===== src/rtl/alu_pkg.sv =====
// Shared definitions for the bit-slice ALU family: opcode encoding, operand
// widths and the full-adder helper that both ADD and SUB are built on.
package alu_pkg;

    // Width of the opcode field carried on every slice's select input.
    localparam int unsigned ALU_OP_W = 3;

    // Opcode encoding shared by every slice in a chain.
    typedef enum logic [ALU_OP_W-1:0] {
        OP_AND      = 3'd0,
        OP_NOT      = 3'd1,
        OP_OR       = 3'd2,
        OP_XOR      = 3'd3,
        OP_ADD      = 3'd4,
        OP_SUB      = 3'd5,
        OP_TRANSFER = 3'd6,
        OP_TEST     = 3'd7
    } alu_op_t;

    // Result of one slice: the result bit and the carry/chain bit.
    typedef struct packed {
        logic carry;
        logic res;
    } alu_bit_res_t;

    // One-bit full adder. SUB reuses it by feeding in the inverted B operand,
    // so a chain with LSB carry-in of 1 forms A + ~B + 1 = A - B.
    function automatic alu_bit_res_t full_add(input logic x, input logic y, input logic cin);
        alu_bit_res_t r;
        r.res   = x ^ y ^ cin;
        r.carry = (x & y) | (x & cin) | (y & cin);
        return r;
    endfunction

endpackage : alu_pkg


===== src/rtl/alu_bit_core.sv =====
// Purely combinational single-bit ALU function. Wider ALUs chain these
// directly (carry to carry) and register only at their own boundary.
module alu_bit_core
    import alu_pkg::*;
(
    input  logic                i_a,
    input  logic                i_b,
    input  logic                i_carry_in,
    input  logic [ALU_OP_W-1:0] i_select,
    output logic                o_out,
    output logic                o_carry_out
);

    alu_op_t      w_op;
    alu_bit_res_t w_add;
    alu_bit_res_t w_sub;
    logic         w_eq;

    assign w_op  = alu_op_t'(i_select);
    assign w_add = full_add(i_a, i_b, i_carry_in);
    assign w_sub = full_add(i_a, ~i_b, i_carry_in);
    assign w_eq  = ~(i_a ^ i_b);

    // Opcode decode: every path drives both outputs so unused operands
    // (b for NOT/TRANSFER, carry_in for the logic ops) never leak through.
    always_comb begin
        o_out       = 1'b0;
        o_carry_out = 1'b0;
        case (w_op)
            OP_AND:      o_out = i_a & i_b;
            OP_NOT:      o_out = ~i_a;
            OP_OR:       o_out = i_a | i_b;
            OP_XOR:      o_out = i_a ^ i_b;
            OP_ADD: begin
                o_out       = w_add.res;
                o_carry_out = w_add.carry;
            end
            OP_SUB: begin
                // carry_out = 1 means no borrow out of this bit.
                o_out       = w_sub.res;
                o_carry_out = w_sub.carry;
            end
            OP_TRANSFER: o_out = i_a;
            OP_TEST: begin
                // Equality chain: the carry stays high only while every
                // bit so far has matched.
                o_out       = w_eq;
                o_carry_out = i_carry_in & w_eq;
            end
            default: begin
                o_out       = 1'b0;
                o_carry_out = 1'b0;
            end
        endcase
    end

endmodule : alu_bit_core


===== src/rtl/alu_bit_slice.sv =====
// Single-bit ALU slice with registered result and carry. The combinational
// function lives in alu_bit_core; this wrapper adds the output register,
// which clears asynchronously when rst_n goes low.
module alu_bit_slice
    import alu_pkg::*;
(
    input  logic                clk,
    input  logic                rst_n,
    input  logic                a,
    input  logic                b,
    input  logic                carry_in,
    input  logic [ALU_OP_W-1:0] select,
    output logic                out,
    output logic                carry_out
);

    logic w_out_p0;
    logic w_carry_p0;
    logic r_out_p1;
    logic r_carry_p1;

    alu_bit_core u_core (
        .i_a         (a),
        .i_b         (b),
        .i_carry_in  (carry_in),
        .i_select    (select),
        .o_out       (w_out_p0),
        .o_carry_out (w_carry_p0)
    );

    // Output register: captures the slice result every cycle; reset drops
    // both bits immediately and discards any in-flight result.
    always_ff @(posedge clk or negedge rst_n) begin
        if (!rst_n) begin
            r_out_p1   <= 1'b0;
            r_carry_p1 <= 1'b0;
        end else begin
            r_out_p1   <= w_out_p0;
            r_carry_p1 <= w_carry_p0;
        end
    end

    assign out       = r_out_p1;
    assign carry_out = r_carry_p1;

endmodule : alu_bit_slice


===== config.mk =====
export PLATFORM = sky130hd
export DESIGN_NAME = alu_bit_slice
export DESIGN_NICKNAME = d
export VERILOG_FILES = /design/src/rtl/alu_pkg.sv /design/src/rtl/alu_bit_core.sv /design/src/rtl/alu_bit_slice.sv
export SDC_FILE = /design/constraint.sdc
export NUM_CORES = 1
export LEC_CHECK = 0
export ABC_AREA = 1
export ABC_CLOCK_PERIOD_IN_PS = 800
export CORE_AREA = 8 8 45 47
export DETAILED_ROUTE_END_ITERATION = 10
export DIE_AREA = 0 0 53 55
export RECOVER_POWER = 50
export SLEW_MARGIN = 30
export SYNTH_ARGS = -nofsm -noshare
export SYNTH_HDL_FRONTEND = slang
export SYNTH_SLANG_ARGS = --single-unit

===== constraint.sdc =====
create_clock -name clk -period 0.8 [get_ports clk]
set_clock_uncertainty 0.2 [all_clocks]
set_input_delay 0.16 -clock clk [delete_from_list [all_inputs] [get_ports clk]]
set_output_delay 0.16 -clock clk [all_outputs]
set_load 0.02 [all_outputs]

==> results.ini, run 1 <==
[synthesis]
yosys-top-cells-area = dfrtp_1 (19%), ha_1 (14%), nand2_1 (13%)
synth_largest_area_cell = dfrtp_1
avgSynthCellArea_um2 = 6.38
syn_area_um2 = 262
synthTopCellsByCount = nand2_1 (9), inv_1 (6), nand3_1 (4), nand4_1 (4)
synthesis.nets = 52
synth_seq_cells = 2
synthDistinctLibCells = 13
synth.most_common_cell = nand2_1
yosysWarnings = 0
synth-edff-count = 0
synth_top_area_share_pct = 19.1
ys.flop_type = dfrtp_1
ys_seq_area_share_pct = 19.1
syn_inst = 41
async_flop_share_pct = 100

[critical_path]
crit_start = carry_out
max_stage_delay_ps = 360
end_kind = output port
start_kind = flop
required_ps = 440
path_buf_inv = 1
path_cells = buf_6
crit_path_top_delay_cell = dfrtp_1
crit_fanout = 1
arrival_ps = 710
critPathKind = flop to output port
crit_family = flip-flops

[min_path]
hp-class = primary input to asynchronous set/reset pin

[sta]
hold_violations = 2
timing.final.ws_setup_ps = -270
fin_crit_sh_pct = 134
slew_headroom_pct = 89.1
timing.final.crit_period_ps = 1070
grt_setup_unrepaired = true
max_freq_ghz = 0.935
setup_viol = 4
finalMaxSlewViolations = 0
whs_ps = -27.1
tightest_slew_ps = 164

[clock_network]
htreeDepth = 1
cts_sinks = 2
ctsRootBufferMaster = clkbuf_4
cts_buffers = 3
cts_tree = yes
clockBufferDepth = 2
clk_pin_slew_worst_paths_ps = 30

[detailed_routing]
drtAntennaViolNets = 0
vias_per_cell = 4.58
vias = 334
first_pass_iters = 4
drtIter0Drc = 6
finalWirelength_um = 821
wl_per_cell_um = 11.2
drc_errors = 0

[cells_and_area]
final_util_pct = 40.3
diodes = 0
drive_gt1_share_pct = 63.2
area_growth_pct = 113
final_nets = 70

[floorplanning]
die_x_um = 53
std_cell_rows = 14
initial_core_util_pct = 18.9
die_h_um = 55
coreArea_um2 = 1380
ios = 10
die_area_um2 = 2920

[pwr]
vdd_ir_drop_max_v = 0.000384
leakagePower_nw = 0.256
p_total_uw = 599
cellPowerDensity_nw_per_um2 = 1070

[outcome]
status = finished with violations
failed_checks = negative hold slack, negative setup slack

[placement]
gp_congestion = 0.822
portBuffers = 9
dp_hpwl_um = 607
place_ws_ps = -995

[global_route]
grt_pass1_wl_mm = 1.41
grt_pass1_vias = 368
antenna_found_initial = 0
overflow = 0
grt_max_degree = 7
grt_usage_pct = 6.61

[run]
cap_violations = 0

[layout make-up]
| type | count | area, um^2 |
|---|---|---|
| clock buffers | 3 | 22.5 |
| fillers | 147 | 826 |
| inverters | 9 | 53.8 |
| multi-input cells | 30 | 267 |
| flip-flops and latches | 2 | 50.0 |
| well taps | 16 | 20.0 |
| repair buffers | 13 | 145 |
[flip-flops by register name, summed over array words and instances, names as in the netlist]
name,cells
carry_out,1
out,1
[cells by family (layout without fill, tap and decap cells)]
kind of cell               count (synthesis)  count (layout)  share of synthesized area, %
and+or+nand+nor                           22              22                          40.7
buffers and inverters                      9              25                          12.9
AOI/OAI and AO/OA                          5               5                          12.9
adders and majority gates                  3               3                          14.4
DFF                                        2               2                          19.1
[path summary, 6_finish.rpt]
check | endpoint | slack [ps] | cells after the start
max | carry_out | -270 | 1
min | carry_out | -30 | 1
max in group asynchronous | out | 300 | 1
min in group clk | out | 130 | 4
[repair_timing]
| action | 4_1_cts | 5_1_grt |
|---|---|---|
| setup endpoints to repair | 4 | 4 |
| pin swaps | 5 | 9 |
| setup buffers | 0 | 2 |
| resized for setup | 51 | 13 |
| gates cloned | 0 | 0 |
| hold endpoints to repair | 2 | 2 |
[placed cells by master (no fill, tap or decap), types with 2 or more instances in the layout]
cell type        Yosys  layout
nand2_1              9       5
nand2_2              0       4
nand4_1              4       4
buf_6                0       4
inv_2                3       3
inv_1                6       3
nand3_2              1       3
nor2_1               3       3
ha_4                 0       3
clkbuf_4             0       3
nand3_1              4       2
a21oi_2              0       2
o21bai_4             0       2
dfrtp_1              2       2
buf_8                0       2
clkdlybuf4s15_2      0       2
buf_2                0       2
[metrics by stage]
stage / std cells / cell area (um^2) / hold slack, ps / setup TNS [ps]
floorplan: 41 / 292 / -336 / -416
global route: 73 / 558 / -34.8 / -953
detailed placement: 70 / 432 / 134 / -2840
CTS: 73 / 523 / -101 / -792
finish: 73 / 558 / -27.1 / -800
global placement: 70 / 432 / 133 / -2830
[report_power, final]
part,switching (mW),internal (mW)
clock network,0.0533,0.165
logic,0.133,0.131
registers,0.00463,0.113
[routing by layer]
layer / wire length, um / global-route usage [%]
met5: 0 / 0
met4: 0 / 3.88
met3: 75 / 2.94
met2: 466 / 11.7
met1: 279 / 6.22
(Power assumes the default switching activity.)
==> run 2: changes to the inputs <==
--- a/config.mk
+++ b/config.mk
@@ -7,6 +7,7 @@
 export LEC_CHECK = 0
 export ABC_AREA = 1
 export ABC_CLOCK_PERIOD_IN_PS = 800
+export CAP_MARGIN = 10
 export CORE_AREA = 8 8 45 47
 export DETAILED_ROUTE_END_ITERATION = 10
 export DIE_AREA = 0 0 53 55
==> results of run 2 <==
The final DEF is identical to that of run 1; final timing and power are the same.
==> variant 1, RTL diff (flow settings as in run 2) <==
The output `carry_out` loses its register stage (`r_carry_p1` becomes a continuous assignment).
--- a/src/rtl/alu_bit_slice.sv
+++ b/src/rtl/alu_bit_slice.sv
@@ -33,12 +33,12 @@
     always_ff @(posedge clk or negedge rst_n) begin
         if (!rst_n) begin
             r_out_p1   <= 1'b0;
-            r_carry_p1 <= 1'b0;
         end else begin
             r_out_p1   <= w_out_p0;
-            r_carry_p1 <= w_carry_p0;
         end
     end
+
+    assign r_carry_p1 = w_carry_p0;
 
     assign out       = r_out_p1;
     assign carry_out = r_carry_p1;
Check against the original RTL: not equivalent (Yosys sat finds a counterexample within 4 cycles, from zero or initial values and one cycle with rst_n low).
==> variant 1 against run 2 <==
  * The run ends with setup timing left
  * Sequential power fell by 47%
  * Power fell by 40%
  * Combinational power rose by 13%
  * Worst setup slack got worse by 0.25 ns
  * Synthesized area fell by 9.6%
  * Sequential share of layout area fell by 4.4 points
  * Routed wire length rose by 4.8%
  * Sequential cell count fell by 1
  * Cell area fell by 2.2%
  * Via count fell by 4.8%
  * Largest cell class unchanged
==> variant 1: results (changes against run 2) <==
The net count of the finished layout came out at 74 (+5.7%). The sequential area share after synthesis came out at 0.106 (-0.0856). The transition at the pin with the smallest max-transition slack came out at 0.180 ns (+0.0156 ns). The number of violations reported at the end of detailed-routing iteration 0 came out at 1 (-5). The met1 capacity usage during global routing was 0.0756 (+0.0134). The arrival time at the worst endpoint is 0.99 ns (+0.28 ns). The quantity of gates resized following cts came to 35 (-31%). The clock-pin slew of the registers on the worst-case setup and hold paths is 0 ns (-0.03 ns). The maximum fanout along the worst path is 3 (+2). Sorting the synthesized cells by area gives the leading types as sky130_fd_sc_hd__ha_1 (16%), sky130_fd_sc_hd__nand2_1 (14%), sky130_fd_sc_hd__dfrtp_1 (11%). The antenna diode count is 0 (unchanged).

The reported leakage power is 0.273 nW (+6.6%). The worst hold margin is 0.177 ns (+0.204 ns). The fraction of layout instances using a drive strength above 1 came out at 0.672 (+0.0406).

The detailed-routed wire length on met3 is 57 µm (-24%). The net switching component of the power was 0.000148 W (-23%). The met3 usage is 0.0107 (-0.0187). The count of final setup violators is 3 (-1). The largest net degree at the start of global routing came out at 6 (-1). The total setup buffers inserted after CTS came out at 1 (+1). The number of flip-flops under the largest register name was 1.

The via count of the first global-routing pass came out at 321 (-13%). The routed wire length on met2 came out at 449 µm (-3.6%). The number of vias per cell after detailed routing came to 4.13 (-9.7%). The DRC violations left came out at 0 (unchanged). The met1 layer wirelength in the final routing is 353 µm (+27%). The global routing usage on met2 is 0.111 (-0.00586).

The number of iterations in the first detailed-routing pass came out at 3 (-1). The maximum ir drop on the vdd rail is 0.186 mV (-52%). The net count after synthesis came out at 51 (-1.9%).

The global-route wire length before repair came to 1420 µm (+0.50%). The setup slack after layout was -0.516 ns (-0.247 ns). The final reports fail on setup timing. The overall global routing resource usage came to 0.0606 (-0.00553).

The power share of the combinational group is 0.829 (+0.389). The run finished, with violations left. The clock share of power was 0 (-0.364). The last weighted congestion value of the routability-driven placer came out at 0.744 (-9.5%).

The routed wirelength normalized by instance count came out at 11.2 µm (-0.69%). Counting instances in the post-synthesis netlist gives the leading cell types as sky130_fd_sc_hd__nand2_1 (9), sky130_fd_sc_hd__inv_1 (6), sky130_fd_sc_hd__nand3_1 (4), sky130_fd_sc_hd__nand4_1 (4).
variant 1: cell count changes after synthesis:
cell,delta
sky130_fd_sc_hd__dfrtp_1,-1
variant 1: layout make-up:
class,count,area (µm²)
sequential,1,25.0
inverter,9,53.8
tap,16,20.0
fill,146,838
multi-input combinational,30,258
timing repair buffer,21,189
variant 1: worst max-delay path, cell delays in order:
cell                      delay [ns]
sky130_fd_sc_hd__buf_12         0.11
sky130_fd_sc_hd__inv_12         0.05
sky130_fd_sc_hd__ha_4           0.20
sky130_fd_sc_hd__inv_2          0.06
sky130_fd_sc_hd__buf_6          0.11
sky130_fd_sc_hd__nand2_4        0.04
sky130_fd_sc_hd__nand3_2        0.05
sky130_fd_sc_hd__nand2_1        0.04
sky130_fd_sc_hd__nor2_1         0.09
sky130_fd_sc_hd__nand3_1        0.07
variant 1: cells by family (layout without fill, tap and decap cells):
| logic type | count (synthesis) | in the layout | synth area share |
|---|---|---|---|
| fa+ha+maj | 3 | 3 | 0.159 |
| compound gates | 5 | 5 | 0.143 |
| flops | 1 | 1 | 0.106 |
| simple gates | 22 | 22 | 0.450 |
| buf+inv | 9 | 30 | 0.143 |
variant 1: stage by stage:
step,instances,area (µm²),TNS (ns),setup WS (ns),total power [W]
detailed placement,75,452,-2.98,-1.44,0.000293
CTS,76,493,-1.23,-0.611,0.000321
finish,77,546,-1.02,-0.516,0.000360
global route,77,546,-1.15,-0.579,0.000386
global placement,75,452,-2.93,-1.43,0.000288
floorplan,40,267,-0.512,-0.265,0.000160
variant 1: worst max path at each step:
stage / from / endpoint / slack (ns) / cells past startpoint
detailed placement: a / carry_out / -1.44 / 7
CTS: b / out / -0.61 / 11
global placement: b / carry_out / -1.43 / 8
finish: b / out / -0.52 / 10
global route: b / out / -0.58 / 10
floorplan: b / out / -0.26 / 8
==> variant 2, RTL diff (settings of run 2) <==
Made on the original files. Put one more register stage on the output `out`. The value now appears one clock later. The other outputs are not delayed to match.
--- a/src/rtl/alu_bit_slice.sv
+++ b/src/rtl/alu_bit_slice.sv
@@ -40,7 +40,9 @@
         end
     end
 
-    assign out       = r_out_p1;
+    always_ff @(posedge clk) begin
+        out <= r_out_p1;
+    end
     assign carry_out = r_carry_p1;
 
 endmodule : alu_bit_slice
Formal check against the unedited RTL: not equivalent (a bounded check fails within 4 cycles, from zero or initial values and one cycle with rst_n low).
==> variant 2 against run 2 <==
  * The flow still finishes with violations (hold timing, setup timing)
  * Routed wire length up 1.2%
  * Sequential cell count up 1
  * Synthesized area up 7.7%
  * Worst setup slack worse by 0.016 ns
  * Cell area up 0.90%
  * Global-route usage up 0.11 points
  * Hold slack worse by 0.013 ns
  * Maximum frequency down 1.5%
  * Critical path depth unchanged
  * Power up 17%
  * Critical path type unchanged
  * Critical endpoint unchanged
==> variant 2: results (changes against run 2) <==
The number of buffers on the longest clock path is 2 (unchanged). The last weighted congestion value of the routability-driven placer came to 0.743 (-9.6%). The fill cell total of the finished layout came to 150 (+2.0%). By area the synthesized netlist is led by sky130_fd_sc_hd__dfrtp_1 (18%), sky130_fd_sc_hd__ha_1 (13%), sky130_fd_sc_hd__nand2_1 (12%). The number of iterations in the first detailed-routing pass is 3 (-1). The total via count after detailed routing is 337 (+0.90%).

The worst setup timing slack at the placement stage is -1.00 ns (-0.00941 ns). The number of port buffers is 9 (unchanged). The run finished, with violations left.

The reported leakage power is 0.262 nW (+2.2%). The via count of the first global-routing pass is 353 (-4.1%). The global-route wire length before repair was 1380 µm (-2.4%). The overall global routing resource usage came out at 0.0671 (+0.00106). The number of hold violations in the final report is 2 (unchanged). The sequential area share after synthesis is 0.249 (+0.0575). The worst hold margin is -0.0399 ns (-0.0128 ns). The count of final setup violators came out at 4 (unchanged). The net count after synthesis is 53 (+1.9%). The final HPWL from detailed placement came out at 608 µm (+0.26%).

The maximum fanout along the worst path is 1 (unchanged). The overall overflow remaining after global route came to 0 (unchanged). The distinct cell type count of the synthesized netlist came to 14 (+1). The fraction of layout instances using a drive strength above 1 is 0.576 (-0.0553).

The cell area after placement came to 452 µm² (+4.6%). The transition at the pin with the smallest max-transition slack came out at 0.157 ns (-0.00755 ns). The proportion of register bits with asynchronous set or reset after synthesis came out at 0.667 (-0.333). The final reports fail on hold timing, setup timing. The antenna diode count came out at 0 (unchanged). The tightest min-delay check is of the in -> async type.

The routed wirelength normalized by instance count is 11.1 µm (-1.5%). The net count of the finished layout came out at 71 (+1.4%). The largest stage delay on the critical path came out at 0.36 ns (about the same).

The setup slack after layout is -0.286 ns (-0.0163 ns). The number of violations reported at the end of detailed-routing iteration 0 is 3 (-3). The maximum ir drop on the vdd rail came to 0.741 mV (+93%). The arrival time at the worst endpoint is 0.73 ns (+0.02 ns).
==> variant 2: metal layers <==
layer	track usage	vias to the layer above	wire length (µm)
met2	0.109	15	398
met3	0.0588	2	107
met1	0.0591	150	310
met5	0	-	0
li1	-	170	-
met4	0.0259	0	14
==> variant 2: stage by stage <==
step	TNS, ns	utilization	instances
global route	-0.873	0.407	75
global placement	-2.82	0.326	71
detailed placement	-2.86	0.326	71
CTS	-0.750	0.389	75
floorplan	-0.416	-	42
finish	-0.737	0.407	75
==> variant 2: final timing paths <==
path	startpoint	end	slack [ns]
max	carry_out	carry_out	-0.29
min	rst_n	carry_out	-0.04
max reg2reg	r_out_p1	out	0.14
min reg2reg	r_out_p1	out	0.14
max in group asynchronous	rst_n	r_out_p1	0.31
min in group clk	carry_in	carry_out	0.06
==> variant 2: power breakdown <==
| part | internal [W] | switching, W |
|---|---|---|
| Sequential | 0.000172 | 0.00000616 |
| Clock | 0.000187 | 0.0000826 |
| Combinational | 0.000126 | 0.000130 |
| Total | 0.000485 | 0.000218 |
==> variant 2: final cells by class <==
class                           count  area share
Tap cell                           16      0.0356
Multi-Input combinational cell     30       0.456
Clock buffer                        4      0.0467
Inverter                            9      0.0956
Sequential cell                     3       0.127
Timing Repair Buffer               13       0.240
==> variant 2: cells by family after synthesis <==
logic type / Yosys count / share of synthesized area
compound gates: 5 / 0.120
fa+ha+maj: 3 / 0.133
simple gates: 22 / 0.378
buf+inv: 9 / 0.120
flops: 3 / 0.249
==> variant 2: repair_timing <==
item                                    CTS  global route
resized for setup                        49            11
endpoints found under the setup margin    4             4
endpoints found under the hold margin     2             2
setup buffers                             0             1
pin swaps                                 5             7
